<file path="config.mk">
export PLATFORM = sky130hd
export DESIGN_NAME = uart_cfg_arbiter
export DESIGN_NICKNAME = d
export VERILOG_FILES = /design/src/rtl/uart_cfg_pkg.sv /design/src/rtl/uart_cfg_arbiter_rr_arb2.sv /design/src/rtl/uart_cfg_arbiter.sv
export SDC_FILE = /design/constraint.sdc
export NUM_CORES = 1
export LEC_CHECK = 0
export CAP_MARGIN = 40
export CORE_MARGIN = 4
export CORE_UTILIZATION = 45
export DETAILED_ROUTE_END_ITERATION = 10
export PLACE_DENSITY = 0.77
export SYNTH_ARGS = -nofsm -noshare
export SYNTH_HDL_FRONTEND = slang
export SYNTH_SLANG_ARGS = --single-unit
</file>
<file path="constraint.sdc">
create_clock -name clk -period 5.1 [get_ports clk]
set_input_delay 0.51 -clock clk [delete_from_list [all_inputs] [get_ports clk]]
set_output_delay 0.51 -clock clk [all_outputs]
set_load 0.005 [all_outputs]
</file>
<file path="src/rtl/uart_cfg_pkg.sv">
// Shared types and constants for the UART configuration arbiter.
// The address map and BAUD reset value are shared with the register file.
package uart_cfg_pkg;

  typedef enum logic [2:0] {
    IDLE,
    RD,
    WR,
    HOLD,
    BAUD_WAIT,
    RSP
  } cfg_state_e;

  typedef enum logic [1:0] {
    ERR_OK      = 2'd0,
    ERR_OOB     = 2'd1,
    ERR_TIMEOUT = 2'd2
  } rsp_err_e;

  localparam int unsigned ADDR_CTRL   = 0;
  localparam int unsigned ADDR_BAUD   = 1;
  localparam int unsigned ADDR_STATUS = 2;

  localparam int unsigned BAUD_RESET  = 9600;

endpackage

</file>
<file path="src/rtl/uart_cfg_arbiter_rr_arb2.sv">
// Two-requester round-robin arbiter: combinational one-hot grant while enabled,
// pointer moves to the loser of the last completed transaction.
module rr_arb2 (
  input  logic       clk,
  input  logic       rst,
  input  logic       en,
  input  logic [1:0] req,
  input  logic       update,
  input  logic       last,
  output logic [1:0] gnt
);

  logic rr_ptr;

  always_ff @(posedge clk) begin
    if (rst) begin
      rr_ptr <= 1'b0;
    end else if (update) begin
      rr_ptr <= ~last;
    end
  end

  always_comb begin
    gnt = 2'b00;
    if (en) begin
      if (&req) begin
        gnt = rr_ptr ? 2'b10 : 2'b01;
      end else begin
        gnt = req;
      end
    end
  end

endmodule

</file>
<file path="src/rtl/uart_cfg_arbiter.sv">
// Arbitrates two config masters onto the UART register file, one transaction at a time,
// deferring BAUD writes while the UART is busy and waiting for the update_ok commit.
module uart_cfg_arbiter
  import uart_cfg_pkg::*;
#(
  parameter int DATA_WIDTH   = 16,
  parameter int ADDR_WIDTH   = 3,
  parameter int N_REG        = 4,
  parameter int BAUD_ADDR    = int'(ADDR_BAUD),
  parameter int READ_LATENCY = 1,
  parameter int TIMEOUT_CYC  = 1024
) (
  input  logic                    clk,
  input  logic                    rst,
  input  logic [1:0]              req,
  input  logic [1:0]              req_we,
  input  logic [2*ADDR_WIDTH-1:0] req_addr,
  input  logic [2*DATA_WIDTH-1:0] req_wdata,
  output logic [1:0]              gnt,
  output logic [1:0]              rsp_valid,
  output logic [DATA_WIDTH-1:0]   rsp_rdata,
  output logic [1:0]              rsp_err,
  output logic                    ctrl_busy,
  output logic                    wr_en,
  output logic [ADDR_WIDTH-1:0]   wr_addr,
  output logic [DATA_WIDTH-1:0]   wr_data,
  output logic [ADDR_WIDTH-1:0]   rd_addr_a,
  input  logic [DATA_WIDTH-1:0]   rd_data_a,
  input  logic                    uart_busy,
  input  logic                    update_ok
);

  localparam int CW = $clog2(TIMEOUT_CYC + 1);
  localparam logic [CW-1:0]         CNT_MAX   = CW'(TIMEOUT_CYC);
  localparam logic [CW-1:0]         HOLD_LAST = CW'(TIMEOUT_CYC - 1);
  // BAUD_WAIT starts one cycle after wr_en, so the response lands TIMEOUT_CYC cycles after it.
  localparam logic [CW-1:0]         WAIT_LAST = CW'(TIMEOUT_CYC - 2);
  localparam logic [CW-1:0]         RD_LAST   = CW'(READ_LATENCY);
  localparam logic [ADDR_WIDTH-1:0] BAUD_A    = ADDR_WIDTH'(BAUD_ADDR);
  localparam logic [ADDR_WIDTH:0]   N_REG_L   = (ADDR_WIDTH + 1)'(N_REG);

  cfg_state_e              state, state_n;
  rsp_err_e                err_n;
  logic [CW-1:0]           cnt;
  logic                    winner;
  logic [ADDR_WIDTH-1:0]   cur_addr;
  logic [DATA_WIDTH-1:0]   cur_wdata;

  logic                    sel, sel_we, take, rsp_id_n;
  logic [ADDR_WIDTH-1:0]   sel_addr, op_addr;
  logic [DATA_WIDTH-1:0]   sel_wdata, op_wdata;

  rr_arb2 u_arb (
    .clk    (clk),
    .rst    (rst),
    .en     ((state == IDLE) && !rst),
    .req    (req),
    .update (state == RSP),
    .last   (winner),
    .gnt    (gnt)
  );

  assign sel       = gnt[1];
  assign sel_we    = req_we[sel];
  assign sel_addr  = sel ? req_addr[2*ADDR_WIDTH-1:ADDR_WIDTH] : req_addr[ADDR_WIDTH-1:0];
  assign sel_wdata = sel ? req_wdata[2*DATA_WIDTH-1:DATA_WIDTH] : req_wdata[DATA_WIDTH-1:0];
  assign take      = (state == IDLE) && (|gnt);
  assign op_addr   = take ? sel_addr : cur_addr;
  assign op_wdata  = take ? sel_wdata : cur_wdata;
  assign rsp_id_n  = (state == IDLE) ? sel : winner;

  always_comb begin
    state_n = state;
    err_n   = ERR_OK;
    case (state)
      IDLE: begin
        if (|gnt) begin
          if ({1'b0, sel_addr} >= N_REG_L) begin
            state_n = RSP;
            err_n   = ERR_OOB;
          end else if (!sel_we) begin
            state_n = RD;
          end else if ((sel_addr == BAUD_A) && uart_busy) begin
            state_n = HOLD;
          end else begin
            state_n = WR;
          end
        end
      end
      RD:   if (cnt == RD_LAST) state_n = RSP;
      WR:   state_n = (cur_addr == BAUD_A) ? BAUD_WAIT : RSP;
      HOLD: begin
        if (!uart_busy) begin
          state_n = WR;
        end else if (cnt == HOLD_LAST) begin
          state_n = RSP;
          err_n   = ERR_TIMEOUT;
        end
      end
      BAUD_WAIT: begin
        if (update_ok) begin
          state_n = RSP;
        end else if (cnt == WAIT_LAST) begin
          state_n = RSP;
          err_n   = ERR_TIMEOUT;
        end
      end
      RSP:     state_n = IDLE;
      default: state_n = IDLE;
    endcase
  end

  always_ff @(posedge clk) begin
    if (rst) begin
      state     <= IDLE;
      cnt       <= '0;
      winner    <= 1'b0;
      cur_addr  <= '0;
      cur_wdata <= '0;
      wr_en     <= 1'b0;
      wr_addr   <= '0;
      wr_data   <= '0;
      rd_addr_a <= '0;
      rsp_valid <= 2'b00;
      rsp_rdata <= '0;
      rsp_err   <= 2'b00;
      ctrl_busy <= 1'b0;
    end else begin
      state     <= state_n;
      ctrl_busy <= (state_n != IDLE);
      wr_en     <= (state_n == WR);
      // Every state entry restarts the counter; it saturates rather than wraps.
      cnt       <= (state_n != state) ? '0 : ((cnt == CNT_MAX) ? cnt : cnt + 1'b1);
      if (take) begin
        winner    <= sel;
        cur_addr  <= sel_addr;
        cur_wdata <= sel_wdata;
      end
      if (state_n == WR) begin
        wr_addr <= op_addr;
        wr_data <= op_wdata;
      end
      if (state_n == RD) begin
        rd_addr_a <= op_addr;
      end
      rsp_valid <= 2'b00;
      if (state_n == RSP) begin
        rsp_valid <= rsp_id_n ? 2'b10 : 2'b01;
        rsp_err   <= err_n;
        rsp_rdata <= (state == RD) ? rd_data_a : '0;
      end
    end
  end

endmodule

</file>
# [Word level (Yosys, flattened, before mapping)]
# Cells that the tools add are included.
[totals] inputBits=62 output_inout_bits=46 reg_bits=79
[classes] mux=30 bitwise_logic=2 eq_ne=15 reduce_logical=10 add_sub_neg=1 n_lt_le_gt_ge=2
[op_table] op="16-bit 2-to-1 mux" count=3
[op_table] op="3-bit 2-to-1 mux" count=9
[op_table] op="11-bit by 10-bit == test with 1-bit output (second input constant)" count=2
[op_table] op="2-bit 2-to-1 mux" count=9
[op_table] op="3-bit case mux with 5 select lines" count=1
[op_table] op="3-bit by 1-bit == test with 1-bit output (second input constant)" count=4
[op_table] op="11-bit by 1-bit adder with 11-bit output (second input constant)" count=1
[op_table] op="11-bit by 1-bit == test with 1-bit output (second input constant)" count=1
[op_table] op="11-bit == test (second input constant)" count=1
[op_table] op="3-bit by 2-bit == test with 1-bit output (second input constant)" count=3
[op_table] op="3-bit == test (second input constant)" count=3
[op_table] op="1-bit 2-to-1 mux" count=7
[op_table] op="2-bit case mux with 3 select lines" count=1
[op_table] op="2-bit OR reduction" count=3
[op_table] op="3-bit >= comparator (second input constant)" count=1
[op_table] op="1-bit logical AND" count=3
[op_table] op="3-bit logical NOT" count=1
[op_table] op="3-bit inequality test" count=1
[op_table] op="3-bit nonzero test" count=1
[op_table] op="1-bit by 2-bit less-than comparator with 1-bit output (second input constant)" count=1
[op_table] op="1-bit inverter" count=2
[op_table] op="2-bit AND reduction" count=1
[op_table] op="1-bit logical NOT" count=1

# [Longest topological paths before layout]
# Gate-level depths: netlist of run 1.
[logic_depth] depth_word=14 mapped_depth=10 mapped_depth_nobuf=7

# [Hierarchy]
# A second synthesis of run 1 with hierarchy kept.
[unflattened] hier_cells=375 area_unflattened_um2=3641.0
[by_module_without_submodules] module="uart_cfg_arbiter" cells_per_inst=367 seq_area_each_um2=1561.5 instances=1 area_each_um2=3583.4
[by_module_without_submodules] module="rr_arb2" cells_per_inst=8 seq_area_each_um2=20.0 instances=1 area_each_um2=57.6

# [Worst setup path after synthesis of run 1]
# Ideal clock, no wire load.
[synth_path] path_kind="input to register" from="input rst" to="register wr_addr[0]" arrival_time_ns=2.310 slack_ns=2.669 required_time_ns=4.979 path_stages=9 path_cell_list="buf_6 > or4_4 > nor2_1 > o221a_2 > a21oi_1 > nand3b_1 > buf_6 > buf_6 > mux2_2"
[synth_via] elab_chain_cells=12 elab_cells_between_ends=18 cone_classes="order compare: 1; eq/ne: 2; mux: 10; reduce/logical: 5"
[synth_rtl] item="start, declared" line_no="uart_cfg_arbiter.sv:14" text="input logic rst,"
[synth_rtl] item="1-bit logical NOT" line_no="uart_cfg_arbiter.sv:56" text=".en ((state == IDLE) && !rst),"
[synth_rtl] item="1-bit logical AND" line_no="uart_cfg_arbiter.sv:56"
[synth_rtl] item="2-bit 2-to-1 mux" line_no="uart_cfg_arbiter_rr_arb2.sv:25" text="if (en) begin"
[synth_rtl] item="3-bit 2-to-1 mux" line_no="uart_cfg_arbiter.sv:65" text="assign sel_addr = sel ? req_addr[2*ADDR_WIDTH-1:ADDR_WIDTH] : req_addr[ADDR_WIDTH-1:0];"
[synth_rtl] item="3-bit by 1-bit == test with 1-bit output" line_no="uart_cfg_arbiter.sv:83" text="end else if ((sel_addr == BAUD_A) && uart_busy) begin"
[synth_rtl] item="1-bit logical AND" line_no="uart_cfg_arbiter.sv:83"
[synth_rtl] item="1-bit 2-to-1 mux" line_no="uart_cfg_arbiter.sv:83"
[synth_rtl] item="2-bit 2-to-1 mux" line_no="uart_cfg_arbiter.sv:81" text="end else if (!sel_we) begin"
[synth_rtl] item="3-bit 2-to-1 mux" line_no="uart_cfg_arbiter.sv:78" text="if ({1'b0, sel_addr} >= N_REG_L) begin"
[synth_rtl] item="3-bit 2-to-1 mux" line_no="uart_cfg_arbiter.sv:77" text="if (|gnt) begin"
[synth_rtl] item="3-bit case mux with 5 select lines" line_no="uart_cfg_arbiter.sv:75" text="case (state)"
[synth_rtl] item="3-bit by 2-bit == test with 1-bit output" line_no="uart_cfg_arbiter.sv:139" text="if (state_n == WR) begin"
[synth_rtl] item="end signal, assigned" line_no="uart_cfg_arbiter.sv:140" text="wr_addr <= op_addr;"
[synth_rtl] item="end, declared" line_no="uart_cfg_arbiter.sv:25" text="output logic [ADDR_WIDTH-1:0] wr_addr,"
# Several ways; a longest one is shown, not always the timed one. The select of a mux whose other input is x is not followed.
# A chain may end at the register's enable or synchronous reset.

# [Final worst setup path of run 1]
[layout_path] from="input rst" to="register wr_data[6]"
[layout_via] elab_chain_cells=12 elab_cells_between_ends=19 cone_classes="order compare: 1; eq/ne: 2; mux: 11; reduce/logical: 5"
[layout_rtl] item="1-bit logical NOT" line_no="uart_cfg_arbiter.sv:56"
[layout_rtl] item="1-bit logical AND" line_no="uart_cfg_arbiter.sv:56"
[layout_rtl] item="2-bit 2-to-1 mux" line_no="uart_cfg_arbiter_rr_arb2.sv:25"
[layout_rtl] item="3-bit 2-to-1 mux" line_no="uart_cfg_arbiter.sv:65"
[layout_rtl] item="3-bit by 1-bit == test with 1-bit output" line_no="uart_cfg_arbiter.sv:83"
[layout_rtl] item="1-bit logical AND" line_no="uart_cfg_arbiter.sv:83"
[layout_rtl] item="1-bit 2-to-1 mux" line_no="uart_cfg_arbiter.sv:83"
[layout_rtl] item="2-bit 2-to-1 mux" line_no="uart_cfg_arbiter.sv:81"
[layout_rtl] item="3-bit 2-to-1 mux" line_no="uart_cfg_arbiter.sv:78"
[layout_rtl] item="3-bit 2-to-1 mux" line_no="uart_cfg_arbiter.sv:77"
[layout_rtl] item="3-bit case mux with 5 select lines" line_no="uart_cfg_arbiter.sv:75"
[layout_rtl] item="3-bit by 2-bit == test with 1-bit output" line_no="uart_cfg_arbiter.sv:139"
[layout_rtl] item="end signal, assigned" line_no="uart_cfg_arbiter.sv:141" text="wr_data <= op_wdata;"
[layout_rtl] item="end, declared" line_no="uart_cfg_arbiter.sv:26" text="output logic [DATA_WIDTH-1:0] wr_data,"
# Several ways; a longest one is shown, not always the timed one. The select of a mux whose other input is x is not followed.

==> key figures, run 1 <==
STA
  – Final hold viol count: 0
  – RSZ-0062 raised after global routing: false
  – Setup_tns: 0 ps
  – Clock Skews: 5.21 ps
  – Fmax: 320 MHz
  – Slew @ Worst Pin: 636 ps
  – Setup ws final: 1970 ps
  – Tcrit/Tclk final: 61.3%
  – Final min period: 3130 ps
  – Final setup viols: 0
  – Final max-slew violation count: 0
  – Relative slew slack: 57.5%

Detailed routing
  – DRC: 0
  – Vias/cell: 5.13
  – Drt pass-1 iters: 4
  – Initial DRC count: 137
  – Final WL: 8510 um
  – Routed via count: 3008
  – Routed len/inst: 14.5 um
  – Post-DRT Antenna Nets: 0

Synth
  – Post-synth cell types: 49
  – Mapped cell area: 0.00359 mm^2
  – Synth area leader: dfxtp_1
  – Area share of the leading cell type in the synthesized netlist: 44.0%
  – Synthesized netlist net count: 444
  – Post-synthesis async set-or-reset flop share: 0%
  – Syn Inst Count: 378
  – Avg Cell Area, Syn: 9.50 um^2
  – Top cells by area, synth: dfxtp_1 44%, mux2i_1 11%, mux2_2 6.3%, nor2_1 4.6%, a211oi_1 4.0%
  – Main synth FF type: dfxtp_1
  – Sequential cell area fraction in the yosys report: 44.0%
  – Yosys reg bits: 79
  – Synth warn: 0
  – Post-synth EDFFs: 0

GRT
  – Met1 GRT Util: 20.7%
  – Vias in the first global route: 3065
  – GRT overflow: 0
  – GRT met3 Usage: 6.03%
  – Largest net degree at the start of global routing: 46
  – First-pass GRT wire length: 14100 um
  – All-Layer GR Usage: 18.0%
  – M2 GR Usage: 31.1%
  – Most Used Layer, Global Route: met2
  – Number of antenna violations at the first check in global routing: 0

Placed design
  – Dpl cell area: 0.00472 mm^2
  – Routability Congestion: 0.870
  – DP Wirelength: 6300 um
  – Inst Count DP: 570
  – Place WS: 1590 ps
  – Input/output buffers: 107

Floorplanning
  – Starting density of the core: 46.5%
  – Core box area: 0.00773 mm^2
  – Row count: 32
  – Die X: 97.3 um
  – Die Y-Extent: 97.3 um
  – Die Footprint: 0.00948 mm^2
  – Boundary pin count: 108

Clocking
  – Post-CTS setup buffers: 0
  – H-tree Lvls: 3
  – # hold bufs at CTS: 0
  – Max Root-Sink Buffers: 2
  – CTS root buffer: clkbuf_8
  – CTS tree: built
  – CTS resizes: 0
  – Clk slew on worst S/H paths: 80 ps
  – Inserted Clock Buffers: 9
  – Later-pin clock latency in the skew report: 350 ps
  – CTS Sinks: 79

Cells and area
  – Number of fill cells in the layout: 627
  – Final-stage net count: 545
  – Design area: 0.00492 mm^2
  – Area Overhead vs Synth: 37.0%
  – Ant. Diodes: 0
  – Layout cell share with drive strength beyond 1: 11.8%
  – Fin cells: 586

Critical path
  – Bufs and invs on worst path: 3
  – CP Launch Type: input pin
  – Worst path required time: 5340 ps
  – Max Fanout on Critical Path: 45
  – Worst path slowest cell: nor4_4
  – Family with the most delay on the worst path: buffers and inverters
  – CP Class: input pin to register
  – CP endpoint kind: register
  – Crit path DAT: 3370 ps
  – Crit-path max cell delay: 530 ps
  – Crit-path cells: clkdlybuf4s50_1, buf_4, nor3_1, o2111a_1, nor4_4, nand3b_1, buf_8, mux2_2

Power
  – Power density cells: 360 mW/mm^2
  – Leakage power: 1.90 nW
  – Max rail drop VDD: 0.170 mV
  – Power Total: 1.77 mW

Hold path
  – HP Class: register to register

Run
  – Max Cap Viol: 0

Status
  – Run status: finished, final reports clean
## final timing paths
path | startpoint | end | slack (ps) | cells past startpoint
max | rst | wr_data[6] | 1970 | 8
min | rsp_rdata[7] | rsp_rdata[7] | 460 | 2
max reg2reg | state[2] | wr_data[6] | 2100 | 8
min reg2reg | rsp_rdata[7] | rsp_rdata[7] | 460 | 2
## synth_stat cells, drive strengths merged (6+ instances only)
master and number:
o21ai 6, mux2i 38, mux2 20, a211oi 19, nor2 45, nand3 7
buf 13, nand2 38, nor4 6, nor2b 22, dfxtp 79, inv 10
clkbuf 10
## routing by layer
metal	vias to the layer above	wire length, um	part of all wire [%]
met5	-	0	0
met2	102	4100	48
met4	0	189	2.2
li1	1512	-	-
met3	19	625	7.3
met1	1375	3590	42
## through the flow
stage / util [%] / hold WS, ps
floorplan: - / 451
global placement: 60.8 / 442
detailed placement: 61.1 / 448
CTS: 63.7 / 463
global route: 63.7 / 476
finish: 63.7 / 460
## sequential cells by signal (all words and copies together), names as in the netlist
name,flops
u_arb.rr_ptr,1
wr_addr,3
state,3
rsp_rdata,16
cnt,11
cur_wdata,16
wr_data,16
wr_en,1
ctrl_busy,1
rsp_valid,2
rsp_err,2
winner,1
rd_addr_a,3
cur_addr,3
## kinds of logic after synthesis
logic type      after synthesis  synth area share, %
xor+xnor                     10                 2.44
buf+inv                      33                 4.70
simple gates                147                 21.1
fa+ha+maj                     4                 1.39
flops                        79                 44.0
compound gates               47                 9.51
mux                          58                 16.9
## worst register-to-register path, cell delays in order (launching register included)
cell and delay, ps:
dfxtp_1 430, or4_4 580, nor2_2 120, buf_4 340, o221a_2 290, a21oi_1 110, nand3b_1 450, buf_8 310
mux2_2 270
## layout by cell type, fill, tap and decap left out, drive strengths merged, types with 6 or more instances in the layout
cell / n
clkdlybuf4s50: 107
clkbuf: 10
buf: 6
mux2i: 38
nor4: 6
nand2: 38
a211oi: 19
nor2: 45
inv: 11
o21ai: 6
mux2: 20
dfxtp: 79
nand3: 7
nor2b: 22
## power by group
group	switching (mW)	internal, mW
registers	0.0511	0.699
clock network	0.241	0.230
logic	0.270	0.283
## cell type report
type | instances | area, um^2 | area share [%]
multi-input cells | 266 | 1850 | 37.6
inverters | 10 | 37.5 | 0.763
flip-flops and latches | 79 | 1580 | 32.1
repair buffers | 113 | 1130 | 22.9
well taps | 102 | 128 | 2.59
clock buffers | 10 | 128 | 2.59
clock inverters | 6 | 70.1 | 1.42
(Power assumes the default switching activity.)
==> run 2, diff against run 1 <==
clock period = 3.28 ns   (was 5.1 ns; I/O delays follow)
==> key figures, run 2 (same netlist as run 1, synthesis figures left out) <==
Floorplanning
  – Row count: 32 (unchanged)
  – Die X: 97.3 um (unchanged)
  – Starting density of the core: 46.5% (unchanged)
  – Die Y-Extent: 97.3 um (unchanged)
  – Core box area: 0.00773 mm^2 (unchanged)
  – Boundary pin count: 108 (unchanged)
  – Die Footprint: 0.00948 mm^2 (unchanged)

Power
  – Leakage power: 1.90 nW (+0.19%)
  – Power Total: 2.73 mW (+54%)
  – Max rail drop VDD: 0.263 mV (+55%)
  – Power density cells: 556 mW/mm^2 (+54%)

GRT
  – GRT met3 Usage: 5.53% (-0.50 points)
  – Vias in the first global route: 2982 (-2.7%)
  – Most Used Layer, Global Route: met2
  – Met1 GRT Util: 21.3% (+0.69 points)
  – GRT overflow: 0 (unchanged)
  – First-pass GRT wire length: 14000 um (-0.54%)
  – Number of antenna violations at the first check in global routing: 0 (unchanged)
  – All-Layer GR Usage: 18.0% (+0.055 points)
  – Largest net degree at the start of global routing: 42 (-8.7%)
  – M2 GR Usage: 30.1% (-0.96 points)

Detailed routing
  – DRC: 0 (unchanged)
  – Drt pass-1 iters: 4 (unchanged)
  – Final WL: 8440 um (-0.85%)
  – Post-DRT Antenna Nets: 0 (unchanged)
  – Routed len/inst: 14.4 um (-1.0%)
  – Initial DRC count: 166 (+21%)
  – Routed via count: 2984 (-0.80%)
  – Vias/cell: 5.08 (-0.97%)

Critical path
  – Crit path DAT: 2490 ps (-880 ps)
  – CP Class: register to output port
  – CP endpoint kind: output port
  – CP Launch Type: register
  – Max Fanout on Critical Path: 21 (-53%)
  – Worst path required time: 2950 ps (-2390 ps)

STA
  – Clock Skews: 6.93 ps (+1.71 ps)
  – Fmax: 355 MHz
  – Tcrit/Tclk final: 86.0%
  – Final hold viol count: 0 (unchanged)
  – Slew @ Worst Pin: 614 ps (-22.5 ps)
  – Setup ws final: 459 ps (-1510 ps)
  – Final min period: 2820 ps
  – RSZ-0062 raised after global routing: false
  – Final setup viols: 0 (unchanged)
  – Setup_tns: 0 ps (unchanged)
  – Relative slew slack: 59.0% (+1.5 points)
  – Final max-slew violation count: 0 (unchanged)

Run
  – Max Cap Viol: 0 (unchanged)

Clocking
  – Clk slew on worst S/H paths: 80 ps (about the same)
  – CTS Sinks: 79 (unchanged)
  – H-tree Lvls: 3 (unchanged)
  – # hold bufs at CTS: 0 (unchanged)
  – Later-pin clock latency in the skew report: 340 ps (about the same)
  – CTS root buffer: clkbuf_8
  – Inserted Clock Buffers: 9 (unchanged)
  – Post-CTS setup buffers: 0 (unchanged)
  – CTS resizes: 0 (unchanged)
  – Max Root-Sink Buffers: 2 (unchanged)
  – CTS tree: built

Hold path
  – HP Class: register to register

Cells and area
  – Layout cell share with drive strength beyond 1: 11.8% (-0.024 points)
  – Final-stage net count: 546 (+0.18%)
  – Most common cell after layout, fill and taps aside: clkdlybuf4s50_1
  – Area Overhead vs Synth: 36.7%
  – Commonest non-fill, non-tap cells in the layout: 107 x clkdlybuf4s50_1, 79 x dfxtp_1, 43 x nor2_1
  – Final core utilization: 63.5% (-0.16 points)
  – Ant. Diodes: 0 (unchanged)
  – Biggest regs: cur_wdata x16, rsp_rdata x16, wr_data x16

Placed design
  – Routability Congestion: 0.863 (-0.86%)
  – Place WS: 442 ps (-1150 ps)
  – DP Wirelength: 6190 um (-1.8%)
  – Input/output buffers: 107 (unchanged)

Status
  – Run status: finished, final reports clean
-- run 2: where the power goes --
part | internal (mW) | leakage, nW | total (mW) | switching, mW
clock | 0.354 | 0.0977 | 0.693 | 0.339
combinational | 0.442 | 1.16 | 0.867 | 0.425
sequential | 1.09 | 0.642 | 1.17 | 0.0813
-- run 2: path summary, 6_finish.rpt --
check                       to  depth (start not counted)          from  slack (ps)
setup / recovery        gnt[1]                          6      state[1]         460
hold / removal    rsp_rdata[8]                          2  rsp_rdata[8]         460
setup reg to reg    wr_data[9]                          7      state[1]         690
hold reg to reg   rsp_rdata[8]                          2  rsp_rdata[8]         460
-- run 2: cell type report --
class | instances | area, um^2
Clock buffer | 11 | 131
Clock inverter | 5 | 57.6
Fill cell | 635 | 2820
Inverter | 10 | 37.5
Multi-Input combinational cell | 266 | 1850
Sequential cell | 79 | 1580
Tap cell | 102 | 128
Timing Repair Buffer | 114 | 1120
-- run 2: worst max-delay path, stage by stage, from the launching register on --
cell	delay, ps
dfxtp_1	430
or2_2	410
nor3_1	330
nand3_1	120
buf_4	250
inv_1	90
clkdlybuf4s50_1	500
-- run 2: routing by layer --
layer / routed length (um) / part of all wire [%]
met1: 3650 / 43
met2: 3970 / 47
met3: 593 / 7.0
met4: 223 / 2.6
met5: 0 / 0
-- run 2: metrics by stage --
step | hold WS [ps] | std cells | area [um^2]
3_3_place_gp | 442 | 571 | 4720
2_1_floorplan | 451 | 378 | 3590
5_1_grt | 476 | 587 | 4910
4_1_cts | 459 | 587 | 4910
6_report | 458 | 587 | 4910
3_5_place_dp | 450 | 571 | 4720
==> run 3, diff against run 2 <==
ABC_AREA = 1   (was default)
PLACE_DENSITY = 0.76   (was 0.77)
SLEW_MARGIN = 20   (was default)
TNS_END_PERCENT = 10   (was default)
==> key figures, run 3 <==
Clocking
  – CTS resizes: 0 (unchanged)
  – Post-CTS setup buffers: 0 (unchanged)
  – Later-pin clock latency in the skew report: 350 ps (about the same)
  – # hold bufs at CTS: 0 (unchanged)
  – CTS Sinks: 79 (unchanged)
  – CTS tree: built
  – H-tree Lvls: 3 (unchanged)
  – Max Root-Sink Buffers: 2 (unchanged)
  – Clk slew on worst S/H paths: 90 ps (about the same)
  – CTS root buffer: clkbuf_8
  – Inserted Clock Buffers: 9 (unchanged)

Floorplanning
  – Starting density of the core: 46.5% (+0.054 points)
  – Core box area: 0.00830 mm^2 (+7.4%)
  – Row count: 33 (+3.1%)
  – Die X: 101 um (+3.4%)
  – Boundary pin count: 108 (unchanged)
  – Die Footprint: 0.0101 mm^2 (+6.9%)
  – Die Y-Extent: 101 um (+3.4%)

Synth
  – Post-synth cell types: 34 (-31%)
  – Count leader, synth: nand2_1
  – Synth warn: 0 (unchanged)
  – Avg Cell Area, Syn: 6.73 um^2 (-29%)
  – Synthesized netlist net count: 640 (+44%)
  – Mapped cell area: 0.00386 mm^2 (+7.5%)
  – Syn Inst Count: 574 (+52%)
  – Area share of the leading cell type in the synthesized netlist: 40.9% (-3.1 points)
  – Post-synth EDFFs: 0 (unchanged)
  – Sequential cell area fraction in the yosys report: 40.9% (-3.1 points)
  – Synth area leader: dfxtp_1
  – Top cells by area, synth: dfxtp_1 41%, nand2_1 14%, nor2_1 12%, inv_1 6.4%, nand3_1 3.9%
  – Main synth FF type: dfxtp_1
  – Yosys reg bits: 79 (unchanged)
  – Post-synthesis async set-or-reset flop share: 0% (unchanged)
  – Top post-synthesis cells by count: 142 x nand2_1, 121 x nor2_1, 79 x dfxtp_1

Detailed routing
  – Final WL: 9510 um (+13%)
  – Routed len/inst: 12.1 um (-16%)
  – Post-DRT Antenna Nets: 0 (unchanged)
  – DRC: 0 (unchanged)
  – Initial DRC count: 181 (+9.0%)
  – Drt pass-1 iters: 4 (unchanged)
  – Routed via count: 3732 (+25%)
  – Vias/cell: 4.77 (-6.2%)

GRT
  – Vias in the first global route: 3534 (+19%)
  – First-pass GRT wire length: 15600 um (+12%)
  – Largest net degree at the start of global routing: 43 (+2.4%)
  – All-Layer GR Usage: 19.1% (+1.0 points)
  – Number of antenna violations at the first check in global routing: 0 (unchanged)
  – GRT overflow: 0 (unchanged)

Cells and area
  – Final-stage net count: 739 (+35%)
  – Area Overhead vs Synth: 33.3%
  – Biggest regs: cur_wdata x16, rsp_rdata x16, wr_data x16
  – Number of fill cells in the layout: 776 (+22%)
  – Ant. Diodes: 0 (unchanged)
  – Most common cell after layout, fill and taps aside: nand2_1
  – Commonest non-fill, non-tap cells in the layout: 142 x nand2_1, 121 x nor2_1, 107 x clkdlybuf4s50_1
  – Layout cell share with drive strength beyond 1: 10.0% (-1.7 points)

Status
  – Run status: finished, final reports clean

Placed design
  – DP Wirelength: 7120 um (+15%)
  – Input/output buffers: 107 (unchanged)
  – Routability Congestion: 0.811 (-6.0%)

Critical path
  – Bufs and invs on worst path: 0 (-3)
  – Crit-path cells: nor2_4, nand3_4, nor2_4, nand2_1, nand3_2, nand3b_2, a21oi_1, nand3_1, nor2_1
  – Crit-path max cell delay: 450 ps (-50 ps)
  – CP dominant cell by count: nor2_4
  – CP endpoint kind: register
  – CP Class: register to register
  – CP Launch Type: register
  – Crit path DAT: 2870 ps (+380 ps)
  – Family with the most delay on the worst path: simple AND/OR/NAND/NOR gates
  – Worst path slowest cell: nor2_4
  – Max Fanout on Critical Path: 23 (+9.5%)
  – Worst path required time: 3550 ps (+600 ps)

STA
  – Final max-slew violation count: 0 (unchanged)
  – Final min period: 2600 ps (-217 ps)
  – Fmax: 384 MHz (+8.3%)
  – Final hold viol count: 0 (unchanged)
  – RSZ-0062 raised after global routing: false
  – Clock Skews: 11.4 ps (+4.49 ps)
  – Relative slew slack: 61.6% (+2.5 points)
  – Setup_tns: 0 ps (unchanged)
  – Tcrit/Tclk final: 79.4% (-6.6 points)
  – Final setup viols: 0 (unchanged)
  – Slew @ Worst Pin: 575 ps (-39.1 ps)

Power
  – Leakage power: 2.31 nW (+21%)
  – Power Total: 2.84 mW (+4.1%)
  – Max rail drop VDD: 0.224 mV (-15%)
  – Power density cells: 551 mW/mm^2 (-0.76%)

Run
  – Max Cap Viol: 0 (unchanged)

Hold path
  – HP Class: register to register
## run 3: changes by cell type in the layout (fill, tap and decap cells not counted), moves of 7 or more
cell / previous run / this run
o21ai_0: 6 / 23
nand2_1: 38 / 142
nor2_1: 43 / 121
nand4_1: 4 / 11
nor2b_1: 22 / 0
inv_2: 0 / 7
inv_1: 10 / 66
a211oi_1: 19 / 0
nor2_2: 2 / 13
mux2_2: 20 / 0
nand2_2: 0 / 11
mux2i_1: 38 / 0
nand3_1: 7 / 30
## run 3: path summary, 6_finish.rpt
check / start / to / slack (ps) / cells after the start
setup / recovery: state[0] / cnt[0] / 680 / 9
hold / removal: wr_data[2] / wr_data[2] / 490 / 2
setup reg to reg: state[0] / cnt[0] / 680 / 9
hold reg to reg: wr_data[2] / wr_data[2] / 490 / 2
## run 3: layout make-up
type | instances | area [um^2] | share of cell area (%)
multi-input combinational | 395 | 1840 | 35.7
sequential | 79 | 1580 | 30.7
timing repair buffer | 114 | 1140 | 22.1
inverter | 74 | 280 | 5.44
tap | 105 | 131 | 2.55
clock buffer | 9 | 124 | 2.41
clock inverter | 7 | 56.3 | 1.09
## run 3: per-stage QoR
step | worst slack [ps] | hold WS, ps | cells | util [%] | area (um^2)
after floorplan | 1410 | 457 | 574 | - | 3860
after global placement | 386 | 469 | 767 | 59.9 | 4970
after detailed placement | 340 | 478 | 767 | 59.9 | 4970
after CTS | 671 | 493 | 783 | 62.0 | 5150
after global routing | 434 | 504 | 783 | 62.0 | 5150
final | 677 | 490 | 783 | 62.0 | 5150
## run 3: layer usage
metal / vias up / share of wire [%] / global-route usage, %
li1: 1939 / - / -
met1: 1656 / 46 / 24.1
met2: 126 / 46 / 31.7
met3: 11 / 7.8 / 4.91
met4: 0 / 1.0 / 6.01
met5: - / 0 / 0
## run 3: worst reg2reg max path: stages (launching register included)
cell and delay [ps]:
dfxtp_1 400, nor2_4 190, nand3_4 120, nor2_4 450, nand2_1 250, nand3_2 160, nand3b_2 220, a21oi_1 200
nand3_1 350, nor2_1 210
## run 3: where the power goes
part	switching [mW]	internal, mW	total, mW	leakage [nW]
clock network	0.376	0.284	0.660	0.0906
registers	0.0797	1.11	1.19	0.645
logic	0.546	0.447	0.993	1.57
total	1.00	1.84	2.84	2.31
## run 3: cells by family (layout without fill, tap and decap cells)
kind of cell / after synthesis / in the layout / synth area share [%]
flops: 79 / 79 / 40.9
fa+ha+maj: 4 / 4 / 1.30
compound gates: 36 / 36 / 4.92
simple gates: 347 / 347 / 39.6
buf+inv: 100 / 204 / 11.4
xor+xnor: 8 / 8 / 1.81
